==> config.mk <==
export PLATFORM = sky130hd
export DESIGN_NAME = fft_reorder
export DESIGN_NICKNAME = d
export VERILOG_FILES = /design/src/rtl/fft_reorder.sv
export SDC_FILE = /design/constraint.sdc
export NUM_CORES = 1
export LEC_CHECK = 0
export BUFFER_PORTS_ARGS = -buffer_cell sky130_fd_sc_hd__buf_2
export CAP_MARGIN = 20
export CORE_UTILIZATION = 40
export DETAILED_ROUTE_END_ITERATION = 16
export SETUP_SLACK_MARGIN = 0.05
export SYNTH_ARGS = -nofsm -noshare
export SYNTH_HDL_FRONTEND = slang
export SYNTH_SLANG_ARGS = --single-unit
==> constraint.sdc <==
create_clock -name clk -period 4.2 [get_ports clk]
set_input_delay 0 -clock clk [delete_from_list [all_inputs] [get_ports clk]]
set_output_delay 0 -clock clk [all_outputs]
set_load 0.01 [all_outputs]
==> src/rtl/fft_reorder.sv <==
// Ping-pong reorder buffer that turns FFT pipeline output into natural order
// (bit-reverse addressing on write) or passes frames through in arrival order.
module fft_reorder #(
   parameter int N = 3,
   parameter int W = 16
) (
   input  logic         clk,
   input  logic         reset_n,
   input  logic         in_valid,
   input  logic         in_start,
   input  logic [W-1:0] in_re,
   input  logic [W-1:0] in_im,
   input  logic         mode,
   input  logic         out_ready,
   output logic         out_valid,
   output logic [W-1:0] out_re,
   output logic [W-1:0] out_im,
   output logic         out_start,
   output logic         out_last,
   output logic         overflow
);

   localparam int LEN = 1 << N;

   typedef enum logic [1:0] {
      IDLE,
      FILL,
      DROP
   } wr_state_t;

   wr_state_t      state, state_next;
   logic [1:0]     full;
   logic           wb, rb;
   logic [N-1:0]   wcnt, rcnt;
   logic           mode_lat;
   logic [2*W-1:0] bank [2][LEN];
   logic [2*W-1:0] rd_word;

   logic           read_fire, read_done;
   logic           bank_free, start_seen;
   logic           wr_en, wr_done, wr_mode;
   logic [N-1:0]   wr_idx, wr_addr;

   function automatic logic [N-1:0] bitrev(input logic [N-1:0] x);
      logic [N-1:0] r;
      for (int i = 0; i < N; i++) begin
         r[i] = x[N-1-i];
      end
      return r;
   endfunction

   // Read side: the bank under rb streams sequentially whenever it is full.
   assign out_valid = full[rb];
   assign read_fire = out_valid && out_ready;
   assign read_done = read_fire && (rcnt == '1);
   assign rd_word   = bank[rb][rcnt];
   assign out_re    = out_valid ? rd_word[2*W-1:W] : '0;
   assign out_im    = out_valid ? rd_word[W-1:0]   : '0;
   assign out_start = out_valid && (rcnt == '0);
   assign out_last  = out_valid && (rcnt == '1);

   // A full bank draining its last sample this cycle can take a new frame start.
   assign bank_free  = !full[wb] || (read_done && (rb == wb));
   assign start_seen = in_valid && in_start;

   always_ff @(posedge clk or negedge reset_n) begin
      if (!reset_n) begin
         state <= IDLE;
      end else begin
         state <= state_next;
      end
   end

   always_comb begin
      state_next = state;
      case (state)
         IDLE, DROP: begin
            if (start_seen) begin
               state_next = bank_free ? FILL : DROP;
            end
         end
         FILL: begin
            if (in_valid && !in_start && (wcnt == '1)) begin
               state_next = IDLE;
            end
         end
         default: state_next = IDLE;
      endcase
   end

   always_comb begin
      wr_en    = 1'b0;
      wr_done  = 1'b0;
      wr_idx   = wcnt;
      wr_mode  = mode_lat;
      overflow = 1'b0;
      case (state)
         IDLE, DROP: begin
            if (start_seen) begin
               if (bank_free) begin
                  wr_en   = 1'b1;
                  wr_idx  = '0;
                  wr_mode = mode;
               end else begin
                  overflow = 1'b1;
               end
            end
         end
         FILL: begin
            if (in_valid) begin
               wr_en = 1'b1;
               if (in_start) begin
                  wr_idx  = '0;
                  wr_mode = mode;
               end else begin
                  wr_done = (wcnt == '1);
               end
            end
         end
         default: begin
            wr_en = 1'b0;
         end
      endcase
      wr_addr = wr_mode ? wr_idx : bitrev(wr_idx);
   end

   // Counters and pointers; a final write and a final read never target the same bank.
   always_ff @(posedge clk or negedge reset_n) begin
      if (!reset_n) begin
         full     <= '0;
         wb       <= 1'b0;
         rb       <= 1'b0;
         wcnt     <= '0;
         rcnt     <= '0;
         mode_lat <= 1'b0;
      end else begin
         if (wr_en) begin
            wcnt <= wr_idx + N'(1);
         end
         if (wr_en && in_start) begin
            mode_lat <= mode;
         end
         if (wr_done) begin
            full[wb] <= 1'b1;
            wb       <= ~wb;
         end
         if (read_fire) begin
            rcnt <= rcnt + N'(1);
         end
         if (read_done) begin
            full[rb] <= 1'b0;
            rb       <= ~rb;
         end
      end
   end

   always_ff @(posedge clk) begin
      if (wr_en) begin
         bank[wb][wr_addr] <= {in_re, in_im};
      end
   end

endmodule

### After elaboration in Yosys (flattened, before gate mapping)

Memories as Yosys holds them, arrays and structs flattened.
Index checks and enable logic that the tools add are counted.
Widths: inputs -> output; s select.

| storage, ports and cells | value |
|---|---|
| register bits after elaboration | 13 |
| bits in writable memories | 512 |
| input bits | 38 |
| memories kept | 1 |

| cells by class | value |
|---|---|
| add/sub/neg operators | 2 |
| $lt $le $gt $ge | 7 |
| equality and inequality tests | 7 |
| muxes and demuxes | 44 |
| bitwise operators | 7 |
| reductions and logical operators | 19 |

Memory list:

| memory | depth | bits a word | rd ports | clocked after memory_dff | write ports | RTL line | RTL |
|---|---|---|---|---|---|---|---|
| bank | 2 | 256 | 1 | 0 | 1 | 36 | `logic [2*W-1:0] bank [2][LEN];` |

Operator list:

| operator | number |
|---|---|
| $mux 256 | 1 |
| $bmux 32 s3 | 1 |
| $demux 32 s3 | 1 |
| $mux 32 | 3 |
| $mux 16 | 2 |
| $mux 1 | 20 |
| $mux 3 | 5 |
| $logic_and 1x1->1 | 12 |
| $mux 2 | 5 |
| $ge 4x4->1 const B | 2 |
| $not 3->4 | 2 |
| $add 3x1->3 const B | 2 |
| $eq 3x3->1 const B | 2 |
| $pmux 3 s2 | 1 |
| $lt 1x2->1 const B | 2 |
| $lt 4x1->1 const B | 1 |
| $ne 2x2->1 const B | 2 |
| $pmux 1 s2 | 2 |
| $pmux 2 s2 | 1 |
| $logic_not 3->1 | 1 |
| $and 2x2->2 | 1 |
| $demux 1 s1 | 2 |
| $eq 2x1->1 const B | 1 |
| $eq 2x2->1 const B | 1 |
| other kinds (10) | 13 |

### Depth between registers and ports, before layout

Gate-level depths: netlist of run 1.

| logic depth | value |
|---|---|
| word-level depth | 16 |
| depth in mapped cells | 10 |
| gate-level depth less buffers | 10 |

### Worst setup path after synthesis of run 1

Ideal clock, no wire load.

| timing path | value |
|---|---|
| path type | flip-flop to flip-flop |
| start | reg state[0] |
| end | mem bank[0][160] (netlist name) (enable) |
| setup time | 502 ps |
| data arrival time | 3902 ps |
| slack | -203 ps |
| cell stages (with the launch flop) | 4 |
| buffers on the path | 0 |
| period minus slack after synthesis | 4403 ps |
| cell sequence | dfrtp_1 and2b_1 nand3_1 nor4_1 |

| between the ends | value |
|---|---|
| longest elaborated chain between the ends | 10 |
| elaborated cells on any way between the ends | 16 |

Ends and longest elaborated chain:

| element | RTL line | RTL |
|---|---|---|
| from (decl) | 31 | `wr_state_t state, state_next;` |
| from (signal assigned) | 70 | `state <= state_next;` |
| $eq 2x2->1 / $logic_not 2->1 (equally long branches) | 97 | `case (state)` |
| $reduce_or 2->1 | 97 |  |
| $pmux 3 s2 / $pmux 1 s2 (equally long branches) | 97 |  |
| $mux 3 | 124 | `wr_addr = wr_mode ? wr_idx : bitrev(wr_idx);` |
| $not 3->4 (implied by the code) | 159 | `bank[wb][wr_addr] <= {in_re, in_im};` |
| $ge 4x4->1 (implied by the code) / $lt 4x1->1 (equally long branches) | 159 |  |
| $logic_and 1x1->1 (implied by the code) | 159 |  |
| $mux 32 (implied by the code) | 159 |  |
| $demux 32 s3 | 159 |  |
| $mux 256 (implied by the code) (*) | 159 |  |
| to (decl) | 36 |  |

Mark *: on every way between the ends. The rest lies on a longest branch, timed or not.

### Worst setup path in the final report of run 1

| timing path | value |
|---|---|
| start | reg rb |
| end | out out_im[9] |

| between the ends | value |
|---|---|
| longest elaborated chain between the ends | 5 |
| elaborated cells on any way between the ends | 7 |

Ends and longest elaborated chain:

| element | RTL line | RTL |
|---|---|---|
| from (decl) | 33 | `logic wb, rb;` |
| from (signal assigned) | 152 | `rb <= ~rb;` |
| $mem_v2 2x256 | - |  |
| $bmux 32 s3 | 56 | `assign rd_word = bank[rb][rcnt];` |
| $mux 32 (implied by the code) (2 in a row) | 56 |  |
| $mux 16 (*) | 58 | `assign out_im = out_valid ? rd_word[W-1:0] : '0;` |
| to (decl) | 17 | `output logic [W-1:0] out_im,` |

Mark *: on every way between the ends. The rest lies on a longest branch, timed or not. The select of a mux whose other input is x is not followed.

==> results of run 1 <==
cell families (layout without fill, tap and decap cells):
group | count (synthesis) | count (layout) | synth area share, %
buffers and inverters | 60 | 242 | 1.93
multiplexers | 209 | 209 | 16.8
AO/OA/AOI/OAI | 91 | 91 | 2.82
XOR/XNOR | 2 | 2 | 0.0852
adder cells (fa/ha/maj) | 4 | 4 | 0.243
flip-flops | 525 | 525 | 76.3
AND/OR/NAND/NOR | 76 | 76 | 1.81
sequential cells by signal, indices dropped and copies added (netlist names):
register / count
wb: 1
rcnt: 3
full: 2
rb: 1
mode_lat: 1
bank: 512
wcnt: 3
state: 2
per-stage QoR:
| step | util [%] | hold slack [ns] | instance area (sq um) |
|---|---|---|---|
| floorplan | - | -0.296 | 20600 |
| global placement | 43.3 | -0.0781 | 21900 |
| detailed placement | 43.3 | -0.0720 | 21900 |
| CTS | 47.3 | 0.182 | 23900 |
| global route | 47.4 | 0.215 | 23900 |
| finish | 47.4 | 0.203 | 23900 |
critical path, stage by stage, from the launching register on:
cell	delay, ns
dfrtp_4	0.73
buf_12	0.47
mux4_2	0.59
mux2i_1	0.32
o22ai_1	0.13
buf_2	0.19
layer usage:
metal	vias to the layer above	global-route usage, %	wire length [microns]
met5	-	0	0
met4	0	5.35	938
met3	59	2.12	1440
met2	184	27.4	20800
met1	5121	22.4	18800
li1	4318	-	-
layout make-up:
| class | count | area, sq um |
|---|---|---|
| Fill cell | 4203 | 26600 |
| Multi-Input combinational cell | 382 | 4590 |
| Tap cell | 672 | 841 |
| Timing Repair Buffer | 144 | 1130 |
| Clock buffer | 72 | 1400 |
| Inverter | 6 | 22.5 |
| Sequential cell | 525 | 15700 |
| Clock inverter | 20 | 224 |
worst paths after layout:
check	slack (ns)	start	endpoint
min in group asynchronous	0.50	reset_n	wcnt[1]$_DFFE_PN0N_
worst max register to register	1.40	rcnt[0]$_DFFE_PN0P_	bank[1][235]$_DFFE_PP_
worst min-delay path	0.20	mode	mode_lat$_DFFE_PN0P_
max in group asynchronous	3.22	reset_n	rb$_DFFE_PN0P_
worst min register to register	0.56	full[0]$_DFF_PN0_	full[0]$_DFF_PN0_
worst max-delay path	1.04	rb$_DFFE_PN0P_	out_im[9]
power by group:
group          switching [mW]  internal [mW]  total [mW]
registers               0.125           5.97        6.09
logic                    1.48           1.11        2.59
clock network            1.87           2.57        4.44
total                    3.48           9.65        13.1
placed cells by master (no fill, tap or decap), drive strengths merged, types with 7 or more instances in the layout:
master,instances
a21oi,15
clkinv,14
mux2,7
o22ai,23
dfrtp,13
edfxtp,512
nand2,27
buf,104
mux2i,94
o32ai,10
mux4,108
inv,8
dlygate4sd3,40
o21ai,32
nor2,16
clkbuf,72
nor3,7
==> run summary, run 1 <==
row cnt = 82
largest net degree at the start of global routing = 94
Post-CTS Setup Inserts = 0
Final setup viols = 0
outcome = completed
Worst-Skew Late Latency = 0.60 ns
via count = 9,682
Num Clock Sinks = 525
GR Overflow Total = 0
flops & latches, synth = 525
LEAKAGE = 7.58 nW
FMAX = 316 MHz
ranking of synthesized cells by area = edfxtp_1, mux4_2, mux2i_1
most common cell in the synthesized netlist = edfxtp_1
ys async rst share = 2.48%
initial core utilization = 40.8%
antenna cells = 0
number of global-route vias before repair = 10,200
WL/cell = 23.0 microns
Distinct cells, synth = 43
HP Class = primary input to flip-flop
power per cell area = 549 mW/mm^2
Worst setup EP type = output port
cts bufs inserted = 52
Tot Pwr = 13.1 mW
Synth top area share = 74.7%
RSZ-0062 raised after global routing = false
DIE AREA = 0.0523 sq mm
Total GRT Usage = 16.4%
top cells by count, synth = edfxtp_1, mux4_2, mux2i_1
Worst EP arrival = 3.16 ns
DRC = 0
die height = 229 microns
Slew Viols, Final = 0
hold_buf cts = 40
Core ar. = 0.0505 sq mm
Rel. slew slack = 34.8%
Gate Count Post-Synth = 967
crit path max fanout = 72
Mapped Nets = 1,009
Final #Nets = 1,153
Synth Flop Type = edfxtp_1
clk_skew = 0.0164 ns
Vias/cell = 5.32
setup slack at placement = 1.40 ns
# IOs = 74
area grow syn2layout = 16.2%
yosys warns = 0
post-route minimum period = 3.16 ns
worst vdd ir = 0.553 mV
Tcrit/Tclk final = 75.2%
setup TNS = 0 ns
synthesized cell area = 0.0206 sq mm
register area share after synthesis = 76.3%
DRT Wirelength = 42,000 microns
area leader, netlist = edfxtp_1
first-pass GRT wire length = 64,200 microns
hold path depth = 3
Die W = 229 microns
CTS tree = done
Post-Layout Cell Count = 1,821
antenna violations before repair = 0
placed cell count = 1,688
Max Cap Viol = 0
clock slew at reported path FFs = 0.06 ns
H-tree depth = 2
final RePlAce weighted congestion = 0.711
final hold violation count = 0
HPWL after detailed placement = 24,200 microns
layout cells sized above 1 = 26.8%
worst r2r path cells = 7
Initial DRC Count = 564
PnR worst setup slack = 1.04 ns
cells resized by post-CTS repair = 0
Crit Path Class = flip-flop to output port
Post-synth EDFFs = 512
worst endpoint required time = 4.20 ns
I/O Buffers = 73
root buffer cell = clkbuf_16
DR pass1 iterations = 5
Detail Route Antenna Nets = 0
CP startpoint kind = flip-flop
Max clock buf depth = 3
Least-Margin Pin Slew = 0.975 ns
syn_area_per_cell = 21.3 sq um
Power figures use the tool's default switching activity.
==> inputs of run 2 (changes only) <==
- clock period: 4.2 -> 3 ns (I/O delays scaled with it)
==> run summary, run 2 (same netlist as run 1, synthesis figures left out) <==
Comb pwr share = 19.7% (about the same)
Worst setup EP type = output port (unchanged)
Vias/cell = 5.41 (was 5.32)
fillcell total = 4,174 (was 4,203)
die height = 229 microns (unchanged)
Internal Power = 13.6 mW (was 9.65 mW)
Net Sw Frac = 26.7% (was 26.5%)
Top Registers = bank (512), rcnt (3), wcnt (3) (unchanged)
antenna cells = 0 (unchanged)
Initial DRC Count = 713 (was 564)
DR pass1 iterations = 4 (was 5)
final RePlAce weighted congestion = 0.718 (was 0.711)
Crit Path Class = flip-flop to output port (unchanged)
FMAX = 363 MHz
DRT Wirelength = 44,900 microns (was 42,000 microns)
Worst Hold Path EP = mode_lat$_DFFE_PN0P_ (unchanged)
HP Class = primary input to flip-flop (unchanged)
commonest non-fill, non-tap cell in the layout = edfxtp_1 (unchanged)
clock group share of total power = 34.6% (was 33.8%)
CP startpoint kind = flip-flop (unchanged)
Total GRT Usage = 17.4% (was 16.4%)
Least-Margin Pin Slew = 0.857 ns (was 0.975 ns)
Core ar. = 0.0505 sq mm (unchanged)
Post-CTS Setup Inserts = 0 (unchanged)
CTS tree = done (unchanged)
sequential cell fraction of total power = 45.7% (was 46.4%)
Tcrit/Tclk final = 91.9%
clock slew at reported path FFs = 0.06 ns (about the same)
Final #Nets = 1,173 (was 1,153)
R2R setup slack = 0.47 ns (was 1.40 ns)
power per cell area = 770 mW/mm^2 (was 549 mW/mm^2)
Max Cap Viol = 0 (unchanged)
worst vdd ir = 0.546 mV (was 0.553 mV)
clk_skew = 0.00814 ns (was 0.0164 ns)
row cnt = 82 (unchanged)
number of global-route vias before repair = 10,300 (was 10,200)
switching power = 4.98 mW (was 3.48 mW)
RSZ-0062 raised after global routing = false (unchanged)
Num Clock Sinks = 525 (unchanged)
Largest register FFs = 512 (unchanged)
Detail Route Antenna Nets = 0 (unchanged)
initial core utilization = 40.8% (unchanged)
largest reg by FF count = bank (unchanged)
Worst-Skew Late Latency = 0.59 ns (was 0.60 ns)
cts bufs inserted = 53 (was 52)
largest net degree at the start of global routing = 50 (was 94)
Hold Startpoint = mode (unchanged)
RR Startpoint = rcnt[0]$_DFFE_PN0P_ (unchanged)
Die W = 229 microns (unchanged)
setup slack at placement = 0.465 ns (was 1.40 ns)
# IOs = 74 (unchanged)
GR Overflow Total = 0 (unchanged)
PnR worst setup slack = 0.242 ns (was 1.04 ns)
H-tree depth = 2 (unchanged)
worst endpoint required time = 3.00 ns (was 4.20 ns)
final hold violation count = 0 (unchanged)
layout cells sized above 1 = 28.4% (was 26.8%)
Max clock buf depth = 3 (unchanged)
Worst EP arrival = 2.76 ns (was 3.16 ns)
antenna violations before repair = 0 (unchanged)
crit path max fanout = 44 (was 72)
placed cell count = 1,708 (was 1,688)
I/O Buffers = 73 (unchanged)
Tot Pwr = 18.6 mW (was 13.1 mW)
WL/cell = 24.3 microns (was 23.0 microns)
post-route minimum period = 2.76 ns
worst r2r dst = bank[1][243]$_DFFE_PP_ (was bank[1][235]$_DFFE_PP_)
Final setup viols = 0 (unchanged)
worst r2r path cells = 7 (unchanged)
Post-Layout Cell Count = 1,848 (was 1,821)
outcome = completed (unchanged)
LEAKAGE = 7.72 nW (was 7.58 nW)
Rel. slew slack = 42.9% (was 34.8%)
DRC = 0 (unchanged)
most frequent cells in the layout = edfxtp_1, mux4_2, mux2i_1 (unchanged)
area grow syn2layout = 17.6% (was 16.2%)
first-pass GRT wire length = 66,700 microns (was 64,200 microns)
DIE AREA = 0.0523 sq mm (unchanged)
Slew Viols, Final = 0 (unchanged)
HPWL after detailed placement = 24,700 microns (was 24,200 microns)
root buffer cell = clkbuf_16 (unchanged)
hold path depth = 3 (unchanged)
via count = 9,989 (was 9,682)
Hold WS = 0.212 ns (was 0.203 ns)
run 2: layout make-up:
class                           count  area [sq um]  area share (%)
Tap cell                          672           841            3.48
Multi-Input combinational cell    382          4630            19.1
Clock buffer                       72          1450            5.99
Timing Repair Buffer              163          1300            5.37
Inverter                            6          22.5          0.0931
Sequential cell                   525         15700            64.9
Clock inverter                     28           243            1.00
run 2: routing by layer:
metal  share of wire (%)  up-vias  GRT usage, %
li1                    -     4363             -
met1                  44     5292          23.8
met3                 4.6       79          3.07
met5                   0        -             0
met4                 2.8        0          5.40
met2                  49      255          28.3
run 2: repair_timing:
item                       4_1_cts  5_1_grt
gates resized for setup          1        3
hold endpoints to repair       536        0
hold buffers                    40        0
setup endpoints to repair        3       12
run 2: worst max-delay path: stages, from the launching register on:
cell and delay, ns:
dfrtp_4 0.42, buf_6 0.42, inv_1 0.14, buf_4 0.24, o21ai_0 0.17, a21oi_1 0.08
o32ai_1 0.44, buf_2 0.23
run 2: worst max path at each step:
stage | endpoint | start | cells after the start | slack (ns)
finish | out_re[1] | rcnt[0]$_DFFE_PN0P_ | 7 | 0.24
global placement | bank[1][253]$_DFFE_PP_ | rcnt[0]$_DFFE_PN0P_ | 7 | 0.48
global route | out_re[1] | rcnt[0]$_DFFE_PN0P_ | 7 | 0.08
detailed placement | bank[1][247]$_DFFE_PP_ | rcnt[0]$_DFFE_PN0P_ | 7 | 0.47
floorplan | bank[0][224]$_DFFE_PP_ | rcnt[0]$_DFFE_PN0P_ | 6 | -0.19
CTS | out_im[13] | rcnt[1]$_DFFE_PN0P_ | 5 | 0.06
run 2: stage by stage:
step           util (%)  cell area, sq um  TNS [ns]
2_1_floorplan         -             20600    -16.86
3_3_place_gp       43.8             22100         0
3_5_place_dp       43.8             22100         0
4_1_cts            47.9             24200         0
5_1_grt            47.9             24200         0
6_report           47.9             24200         0
run 2: power by group through the flow:
stage                     clock network (mW)  logic (mW)  registers [mW]
after global routing                    6.84        3.96            8.54
after floorplan                            0        2.52            8.59
after detailed placement                   0        3.65            8.67
after CTS                               6.59        3.72            8.51
after global placement                     0        3.63            8.65
final                                   6.45        3.66            8.51
==> inputs of run 3 (changes only) <==
- PLACE_DENSITY: unset -> 0.55
==> run summary, run 3 (same netlist as run 1, synthesis figures left out) <==
Worst setup EP type = output port (unchanged)
LEAKAGE = 7.68 nW (was 7.72 nW)
WL/cell = 24.7 microns (was 24.3 microns)
DRC = 0 (unchanged)
power per cell area = 773 mW/mm^2 (was 770 mW/mm^2)
# IOs = 74 (unchanged)
cts bufs inserted = 54 (was 53)
DIE AREA = 0.0523 sq mm (unchanged)
CP max stage delay = 0.56 ns (was 0.44 ns)
Largest register FFs = 512 (unchanged)
root buffer cell = clkbuf_16 (unchanged)
Die W = 229 microns (unchanged)
DR pass1 iterations = 5 (was 4)
GR Overflow Total = 0 (unchanged)
Initial DRC Count = 749 (was 713)
HP Class = primary input to flip-flop (unchanged)
crit path max fanout = 55 (was 44)
antenna violations before repair = 0 (unchanged)
Least-Margin Pin Slew = 0.904 ns (was 0.857 ns)
post-route minimum period = 2.83 ns (was 2.76 ns)
clock group share of total power = 34.1% (was 34.6%)
Net Sw Frac = 27.2% (was 26.7%)
switching power = 5.07 mW (was 4.98 mW)
worst vdd ir = 0.471 mV (was 0.546 mV)
RSZ-0062 raised after global routing = true (was false)
largest reg by FF count = bank (unchanged)
sequential cell fraction of total power = 45.7% (about the same)
area grow syn2layout = 17.2% (was 17.6%)
most frequent cells in the layout = edfxtp_1, mux4_2, mux2i_1 (unchanged)
Final setup viols = 0 (unchanged)
DRT Wirelength = 45,300 microns (was 44,900 microns)
FMAX = 353 MHz (was 363 MHz)
Total GRT Usage = 17.5% (was 17.4%)
Max clock buf depth = 3 (unchanged)
setup slack at placement = 0.456 ns (was 0.465 ns)
via count = 9,856 (was 9,989)
final RePlAce weighted congestion = 0.717 (was 0.718)
Num Clock Sinks = 525 (unchanged)
worst r2r path cells = 10 (was 7)
HPWL after detailed placement = 24,300 microns (was 24,700 microns)
worst endpoint required time = 3.00 ns (about the same)
Top Registers = bank (512), rcnt (3), wcnt (3) (unchanged)
Comb pwr share = 20.2% (was 19.7%)
CP bufs+invs = 2 (was 4)
row cnt = 82 (unchanged)
final hold violation count = 0 (unchanged)
I/O Buffers = 73 (unchanged)
commonest non-fill, non-tap cell in the layout = edfxtp_1 (unchanged)
Core ar. = 0.0505 sq mm (unchanged)
Final #Nets = 1,167 (was 1,173)
Detail Route Antenna Nets = 0 (unchanged)
hold path depth = 3 (unchanged)
Hold WS = 0.194 ns (was 0.212 ns)
crit path max-delay cell type = dfrtp_4 (was o32ai_1)
initial core utilization = 40.8% (unchanged)
clock slew at reported path FFs = 0.06 ns (about the same)
Worst EP arrival = 2.83 ns (was 2.76 ns)
layout cells sized above 1 = 28.4% (about the same)
outcome = completed (unchanged)
clk_skew = 0.0169 ns (was 0.00814 ns)
PnR worst setup slack = 0.166 ns (was 0.242 ns)
H-tree depth = 2 (unchanged)
crit-path cells = buf_12 > mux4_2 > mux2i_1 > o32ai_1 > buf_2 (was buf_6 > inv_1 > buf_4 > o21ai_0 > a21oi_1 > o32ai_1 > buf_2)
Crit path depth = 5 (was 7)
CP startpoint kind = flip-flop (unchanged)
Slew Viols, Final = 0 (unchanged)
Crit path max-delay family = multiplexers (was buffers and inverters)
first-pass GRT wire length = 67,800 microns (was 66,700 microns)
Tcrit/Tclk final = 94.5% (was 91.9%)
antenna cells = 0 (unchanged)
Rel. slew slack = 39.8% (was 42.9%)
die height = 229 microns (unchanged)
largest net degree at the start of global routing = 94 (was 50)
Tot Pwr = 18.6 mW (about the same)
Internal Power = 13.6 mW (about the same)
CTS tree = done (unchanged)
Crit Path Class = flip-flop to output port (unchanged)
Max Cap Viol = 0 (unchanged)
number of global-route vias before repair = 10,500 (was 10,300)
Worst-Skew Late Latency = 0.60 ns (was 0.59 ns)
Vias/cell = 5.37 (was 5.41)
## run 3: cell count changes in the layout (fill, tap and decap cells not counted), sizes merged
cell,before,now
buf,123,115
clkbuf,72,68
clkinv,20,21
dlygate4sd3,40,39
## run 3: final timing paths
check	from	end	slack [ns]
max in group asynchronous	reset_n	rb$_DFFE_PN0P_	2.04
max	rb$_DFFE_PN0P_	out_re[2]	0.17
min	mode	mode_lat$_DFFE_PN0P_	0.19
max reg2reg	rcnt[0]$_DFFE_PN0P_	wcnt[1]$_DFFE_PN0N_	0.35
min reg2reg	state[0]$_DFFE_PN0P_	state[1]$_DFFE_PN0P_	0.55
min in group asynchronous	reset_n	wb$_DFFE_PN0P_	0.50
## run 3: tightest hold or removal path, delay by kind of cell
kind     cells  cell delay, ns
mux          1            0.13
buf+inv      2            0.63
## run 3: per-layer routing
layer / up-vias / GRT usage, % / part of all wire [%] / wire [microns]
met5: - / 0 / 0 / 0
met4: 0 / 5.00 / 1.9 / 875
met3: 54 / 2.57 / 5.0 / 2280
met2: 265 / 30.2 / 50 / 22800
met1: 5199 / 23.2 / 43 / 19300
li1: 4338 / - / - / -
## run 3: what timing repair did
| action | 4_1_cts | 5_1_grt |
|---|---|---|
| gates resized for setup | 6 | 0 |
| hold buffers | 39 | 0 |
| buffers inserted | 1 | 0 |
| gates cloned | 0 | 2 |
| endpoints found under the hold margin | 537 | 0 |
| setup endpoints to repair | 25 | 8 |
## run 3: layout make-up
class | count | area (sq um)
inverters | 6 | 26.3
well taps | 672 | 841
clock inverters | 29 | 258
clock buffers | 66 | 1400
flip-flops and latches | 525 | 15700
repair buffers | 156 | 1260
fillers | 4206 | 26400
multi-input cells | 382 | 4630
## run 3: metrics by stage
stage | cell area (sq um) | util (%) | TNS [ns] | std cells
after detailed placement | 22000 | 43.6 | 0 | 1699
after CTS | 24100 | 47.7 | 0 | 1834
after global routing | 24100 | 47.8 | 0 | 1836
after floorplan | 20600 | - | -16.86 | 967
final | 24100 | 47.8 | 0 | 1836
after global placement | 22000 | 43.6 | 0 | 1699
## run 3: power groups by stage
| stage | Sequential, mW | Clock (mW) | Combinational (mW) |
|---|---|---|---|
| after floorplan | 8.59 | 0 | 2.52 |
| after global placement | 8.66 | 0 | 3.69 |
| after detailed placement | 8.66 | 0 | 3.70 |
| after CTS | 8.51 | 6.50 | 3.80 |
| after global routing | 8.56 | 6.77 | 4.08 |
| final | 8.53 | 6.35 | 3.77 |
